### config.mk
export PLATFORM = sky130hd
export DESIGN_NAME = writeback_queue
export DESIGN_NICKNAME = d
export VERILOG_FILES = /design/src/rtl/writeback_queue.sv
export SDC_FILE = /design/constraint.sdc
export NUM_CORES = 1
export LEC_CHECK = 0
export ABC_AREA = 1
export CORE_ASPECT_RATIO = 1.1
export CORE_UTILIZATION = 45
export CTS_CLUSTER_SIZE = 28
export DETAILED_ROUTE_END_ITERATION = 12
export GPL_TIMING_DRIVEN = 0
export PLACE_DENSITY = 0.67
export SLEW_MARGIN = 20
export SYNTH_ARGS = -nofsm -noshare
export SYNTH_HDL_FRONTEND = slang
export SYNTH_SLANG_ARGS = --single-unit
### constraint.sdc
create_clock -name clk -period 4.2 [get_ports clk]
set_clock_uncertainty 0.05 [all_clocks]
set_input_delay 1.05 -clock clk [delete_from_list [all_inputs] [get_ports clk]]
set_output_delay 1.05 -clock clk [all_outputs]
set_load 0.005 [all_outputs]
### src/rtl/writeback_queue.sv
// Writeback queue: merges ALU and load results into an in-order FIFO that drains
// one register-file write per cycle, with a bypass lookup over all pending writes.
module writeback_queue #(
   parameter int DATA_W = 16,
   parameter int ADDR_W = 3,
   parameter int DEPTH  = 4
) (
   input  logic                    clk,
   input  logic                    reset,
   input  logic                    alu_valid,
   input  logic [ADDR_W-1:0]       alu_rd,
   input  logic [DATA_W-1:0]       alu_data,
   output logic                    alu_ready,
   input  logic                    mem_valid,
   input  logic [ADDR_W-1:0]       mem_rd,
   input  logic [DATA_W-1:0]       mem_data,
   output logic                    mem_ready,
   input  logic                    flush,
   output logic                    wr_en,
   output logic [ADDR_W-1:0]       wr_addr,
   output logic [DATA_W-1:0]       wr_data,
   input  logic [ADDR_W-1:0]       fwd_addr1,
   input  logic [ADDR_W-1:0]       fwd_addr2,
   output logic                    fwd_hit1,
   output logic                    fwd_hit2,
   output logic [DATA_W-1:0]       fwd_data1,
   output logic [DATA_W-1:0]       fwd_data2,
   output logic [$clog2(DEPTH):0]  pending_count
);

   localparam int PTR_W = $clog2(DEPTH);
   localparam int CNT_W = PTR_W + 1;

   typedef struct packed {
      logic [ADDR_W-1:0] rd;
      logic [DATA_W-1:0] data;
   } entry_t;

   entry_t            q [DEPTH];
   logic [PTR_W-1:0]  rd_ptr;
   logic [PTR_W-1:0]  wr_ptr;
   logic [PTR_W-1:0]  alu_slot;
   logic [CNT_W-1:0]  count;
   logic [CNT_W-1:0]  free;
   logic [CNT_W-1:0]  n_push;
   logic              mem_push;
   logic              alu_push;
   logic              pop;

   // Readiness looks only at registered occupancy; a same-cycle pop earns no credit.
   assign free      = CNT_W'(DEPTH) - count;
   assign mem_ready = !reset && !flush && (free >= CNT_W'(1));
   assign alu_ready = !reset && !flush &&
                      (mem_valid ? (free >= CNT_W'(2)) : (free >= CNT_W'(1)));

   // Writes to R0 complete the handshake but never occupy a slot.
   assign mem_push  = mem_valid && mem_ready && (mem_rd != '0);
   assign alu_push  = alu_valid && alu_ready && (alu_rd != '0);
   assign n_push    = CNT_W'(mem_push) + CNT_W'(alu_push);
   assign alu_slot  = wr_ptr + PTR_W'(mem_push);
   assign pop       = (count != '0);

   assign pending_count = count;

   // NOTE: sequential state uses non-blocking assignments so every flop samples
   // pre-edge values regardless of statement order.
   always_ff @(posedge clk or posedge reset) begin
      if (reset) begin
         rd_ptr  <= '0;
         wr_ptr  <= '0;
         count   <= '0;
         wr_en   <= 1'b0;
         wr_addr <= '0;
         wr_data <= '0;
      end else if (flush) begin
         rd_ptr  <= '0;
         wr_ptr  <= '0;
         count   <= '0;
         wr_en   <= 1'b0;
      end else begin
         wr_en <= pop;
         if (pop) begin
            wr_addr <= q[rd_ptr].rd;
            wr_data <= q[rd_ptr].data;
            rd_ptr  <= rd_ptr + PTR_W'(1);
         end
         wr_ptr <= wr_ptr + PTR_W'(n_push);
         count  <= count + n_push - CNT_W'(pop);
      end
   end

   // NOTE: the entry storage has no reset; occupancy is tracked by count, so
   // stale slot contents are never observed.
   always_ff @(posedge clk) begin
      if (mem_push) q[wr_ptr]   <= entry_t'{rd: mem_rd, data: mem_data};
      if (alu_push) q[alu_slot] <= entry_t'{rd: alu_rd, data: alu_data};
   end

   logic [ADDR_W-1:0] look_addr [2];
   logic              look_hit  [2];
   logic [DATA_W-1:0] look_data [2];

   assign look_addr[0] = fwd_addr1;
   assign look_addr[1] = fwd_addr2;

   // Output stage has lowest priority; walking oldest-to-youngest lets the youngest match win.
   // NOTE: every always_comb output gets a default first so no latch is inferred.
   always_comb begin
      for (int p = 0; p < 2; p++) begin
         look_hit[p]  = 1'b0;
         look_data[p] = '0;
         if (wr_en && (wr_addr == look_addr[p])) begin
            look_hit[p]  = 1'b1;
            look_data[p] = wr_data;
         end
         for (int i = 0; i < DEPTH; i++) begin
            if ((CNT_W'(i) < count) && (q[rd_ptr + PTR_W'(i)].rd == look_addr[p])) begin
               look_hit[p]  = 1'b1;
               look_data[p] = q[rd_ptr + PTR_W'(i)].data;
            end
         end
         if (reset || (look_addr[p] == '0)) begin
            look_hit[p]  = 1'b0;
            look_data[p] = '0;
         end
      end
   end

   assign fwd_hit1  = look_hit[0];
   assign fwd_hit2  = look_hit[1];
   assign fwd_data1 = look_data[0];
   assign fwd_data2 = look_data[1];

endmodule

# Yosys cells after proc, flatten, opt, wreduce, memory -nomap -nowiden
# Memory sizes are Yosys's and may differ from the RTL's.
# Index checks and enable logic that the tools add are counted.
# W data, S select, Z words.
word_totals:
  regBits: 27
  latchBits: 0
  mem_bits_rw: 76
  mem_bits_ro: 0
  word_cells: 95
  n_memories: 1
memory_table:
  columns: ["name", "words", "width", "read_ports", "rd_clocked_by_memory_dff", "wr", "line_no", "text"]
  rows:
  - ["q", 4, 19, 4, 0, 2, "39", "entry_t q [DEPTH];"]
op_classes:
  n_addsub: 9
  multipliers: 0
  n_div: 0
  n_lt_le_gt_ge: 6
  eq_ne: 10
  n_shift: 0
  mux: 34
  bitwise: 1
  reduce_logical: 28
ops:
  columns: ["operator", "count"]
  rows:
  - ["$mux W16", 12]
  - ["$eq A3 B3 Y1", 10]
  - ["$mux W1", 18]
  - ["$logic_and A1 B1 Y1", 17]
  - ["$reduce_bool A3 Y1", 3]
  - ["$logic_not A3 Y1", 2]
  - ["$lt A1 B3 Y1 const A", 2]
  - ["$lt A2 B3 Y1 const A", 2]
  - ["$mux W2", 3]
  - ["$add A2 B2 Y2 const B", 2]
  - ["$add A3 B2 Y3", 1]
  - ["$ge A3 B1 Y1 const B", 1]
  - ["$ge A3 B2 Y1 const B", 1]
  - ["$mux W3", 1]
  - ["$sub A3 B1 Y3", 1]
  - ["$sub A3 B3 Y3 const A", 1]
  - ["$add A1 B1 Y2", 1]
  - ["$add A2 B1 Y2", 1]
  - ["$add A2 B1 Y2 const B", 1]
  - ["$add A2 B2 Y2", 1]
  - ["$logic_not A1 Y1", 2]
  - ["$logic_or A1 B1 Y1", 2]
  - ["$reduce_and A2 Y1", 1]
  - ["$reduce_bool A2 Y1", 1]
  - ["$not A1 Y1", 1]

# Longest topological paths before layout
depth:
  depth_word: 10
  depth_mapped: 20

# Worst setup path after synthesis
# Ideal clock, no wire load.
synth_path:
  kind: "input to register"
  from: "in flush"
  to: "reg count[2] (netlist: pending_count[2])"
  setup_ns: 0.128
  t_arrival_ns: 3.516
  required_time_ns: 4.022
  path_slack_ns: 0.506
  cell_stages: 16
  n_path_buf: 3
  cell_sequence: "clkbuf_1 -> nor2_1 -> o21ai_0 -> a21oi_1 -> o311a_1 -> buf_2 -> clkbuf_1 -> ha_1 -> inv_1 -> ha_1 -> inv_1 -> ha_1 -> inv_1 -> fa_1 -> xor2_1 -> nor2_1"
synth_via:
  elab_chain_cells: 9
synth_lines:
  columns: ["element", "line_no", "text"]
  rows:
  - ["start: declaration", "18", "input logic flush,"]
  - ["$logic_not A1 Y1", "53", "assign alu_ready = !reset && !flush &&"]
  - ["$logic_and A1 B1 Y1 (2 in series)", "53", null]
  - ["named net alu_ready", "13", "output logic alu_ready,"]
  - ["$logic_and A1 B1 Y1 (2 in series)", "58", "assign alu_push = alu_valid && alu_ready && (alu_rd != '0);"]
  - ["$add A1 B1 Y2", "59", "assign n_push = CNT_W'(mem_push) + CNT_W'(alu_push);"]
  - ["$add A3 B2 Y3", "88", "count <= count + n_push - CNT_W'(pop);"]
  - ["$sub A3 B1 Y3", "88", null]
  - ["$mux W3", "75", "end else if (flush) begin"]
  - ["end signal: assignment", "88", null]
  - ["end: declaration", "43", "logic [CNT_W-1:0] count;"]
# The timed path passes the listed nets, and every way through them passes these cells.
# A chain may end at the register's enable or synchronous reset.

# Worst setup path in the final report
layout_path:
  from: "in reset"
  to: "out fwd_data2[10]"
layout_via:
  elab_chain_cells: 2
layout_lines:
  columns: ["element", "line_no", "text"]
  rows:
  - ["start: declaration", "9", "input logic reset,"]
  - ["$logic_or A1 B1 Y1", "122", "if (reset || (look_addr[p] == '0)) begin"]
  - ["$mux W16", "122", null]
  - ["end: declaration", "27", "output logic [DATA_W-1:0] fwd_data2,"]
# No other way between the ends.

==> impl_results.md <==
* Via-per-instance ratio at 5.46
* Maximum Capacitance Violations at 0
* Tcrit/Tclk final at 0.990
* RSZ-0062 raised after global routing: true
* CP Launch Type: primary input
* Pre-CTS setup slack at -719 ps
* Design Power at 7.31 mW
* Most used DFF post-synth: edfxtp_1
* Most common cell after layout, fill and taps aside: nand2_1
* 1st-pass router iterations at 6
* Worst Setup SP: reset
* Final Hold Viols at 0
* Critical R2R Launch: pending_count[1]
* Synth async-reset ratio at 0.262
* Clock Latency Late Sink at 370 ps
* HP Class: reg2reg
* Post-Synthesis Cells at 1448
* Largest net degree at the start of global routing at 28
* Mapped cell area at 0.00907 mm²
* R2r worst-path depth at 19
* Register bit total from synthesis at 103
* I/O Pins at 108
* Core box area at 0.0198 mm²
* Status: complete, no violations
* Pleak at 5.44 nW
* Max Freq at 0.241 GHz
* DPL Wire Length at 24.6 mm
* Most frequent cells in the layout: 539 x nand2_1, 245 x nand3_1, 137 x o21ai_0, 127 x inv_1, 84 x clkdlybuf4s50_1
* Setup violators final at 0
* DRT antenna net count at 0
* DP Cell Count at 1807
* Worst Setup EP: fwd_data2[10]
* Initial antenna violation count at 0
* Final worst slack at 42.4 ps
* H-tree levels at 3
* Final wirelength at 31.2 mm
* Initial core utilization at 0.458
* R2r setup slk at 580 ps
* Worst slew margin at 0.412
* Worst EP required at 3100 ps
* Minimum clock period at 4160 ps
* CTS Buf Count at 9
* Final Non-Filler Cells at 1858
* CTS clk-pin slew, worst paths at 90 ps
* Yosys warns at 0
* Area grow syn2layout at 26.1%
* Clk buf depth at 2
* Chip width at 137 µm
* Fraction of layout cells with a size suffix above 1 at 0.128
* Vias at 10100
* Synthesized area per cell at 6.26 µm²
* Reg2reg end: pending_count[2]
* Syn_nets at 1508
* CP max FO at 10
* Die area at 0.0207 mm²
* Sequential share of the synthesized area at 0.326
* Cts hold-fix bufs at 0
* GP Congestion at 0.919
* GRT Total Usage at 0.305
* Max-slew violation count at 0
* Row cnt at 54
* Wirelength per Cell at 16.8 µm
* Global route total overflow at 0
* VDD IR-drop max at 346 µV
* WHS at 497 ps
* CP Capture Type: output pin
* DRT iter0 DRCs at 852
* TritonCTS clock tree: done
* Clk sinks at 103
* CP arrival at 3060 ps
* Die Height at 151 µm
* Least-Margin Pin Slew at 879 ps
* Crit Path Class: in2out
* Port Buffers at 104
* Yosys cell types at 36
* Drt drc at 0
* First-pass GRT wire length at 48.8 mm
* Clock root buffer: clkbuf_16
* Post-synth EDFFs at 76
* Power Density at 639 mW/mm²
* Nets at 1661
* Diode count at 0
* Vias in the first global route at 8989
==> state kept, by name (all words and copies together), names as in the netlist <==
register	count
pending_count	3
q	76
rd_ptr	2
wr_addr	3
wr_data	16
wr_en	1
wr_ptr	2
==> metal layers <==
metal  vias to the layer above  routed length, µm  global-route usage
li1                       5024                  -                   -
met1                      4598              14000               0.428
met2                       469              14700               0.493
met3                        48               1950              0.0301
met4                         0                599              0.0918
met5                         -                  0                   0
==> cell type report <==
cell class | instances | area (µm²)
flip-flops and latches | 103 | 2960
repair buffers | 143 | 1390
inverters | 139 | 534
fillers | 1958 | 8360
clock inverters | 7 | 114
clock buffers | 9 | 225
well taps | 252 | 315
multi-input cells | 1116 | 5350
plain buffers | 89 | 551
==> worst min path at each step <==
stage / endpoint / depth (start not counted) / from
final: wr_addr[0] / 2 / wr_addr[0]
after CTS: wr_addr[0] / 2 / wr_addr[0]
after floorplan: wr_addr[0] / 2 / wr_addr[0]
after global placement: wr_addr[0] / 2 / wr_addr[0]
after global routing: wr_addr[0] / 2 / wr_addr[0]
after detailed placement: wr_addr[0] / 2 / wr_addr[0]
==> critical path, cell delays in order <==
cell	delay (ps)
clkdlybuf4s50_1	620
a31oi_4	310
clkbuf_2	300
nand2_1	100
a21oi_2	150
clkdlybuf4s50_1	530
==> kinds of logic after synthesis <==
logic type | synth area share
adder cells (fa/ha/maj) | 0.0160
AND/OR/NAND/NOR | 0.413
AO/OA/AOI/OAI | 0.126
buffers and inverters | 0.110
multiplexers | 0.00221
flip-flops | 0.326
XOR/XNOR | 0.00580
==> power by group <==
part / switching, mW / internal (mW) / leakage (nW)
clock: 0.446 / 0.539 / 0.165
combinational: 3.13 / 1.81 / 4.24
sequential: 0.110 / 1.27 / 1.03
total: 3.69 / 3.62 / 5.44
==> cell usage after synthesis, types with 10 or more instances <==
library cell  number  area, µm²
edfxtp_1          76       2280
ha_1              10        125
nand2_1          543       2040
buf_2             23        115
nand2_2           15       93.8
o21ai_0          154        771
inv_1            134        503
clkbuf_1          45        169
nor2_1            56        210
nand3_1          248       1240
dfrtp_1           27        676
a21oi_1           42        210
buf_4             11       82.6
==> metrics by stage <==
step                      cell area [µm²]   util  TNS [ps]
after global placement              10400  0.527    -73950
after CTS                           11000  0.556         0
after floorplan                      9070      -         0
final                               11400  0.578         0
after global routing                11400  0.578      -176
after detailed placement            10500  0.530    -17710
==> timing repair <==
item | 4_1_cts | 5_1_grt
endpoints found under the setup margin | 34 | 34
gates resized for setup | 53 | 92
cloned | 0 | 1
pin swaps | 5 | 15
buffers inserted | 10 | 25
Note: power is estimated with default switching activity, not from simulation.
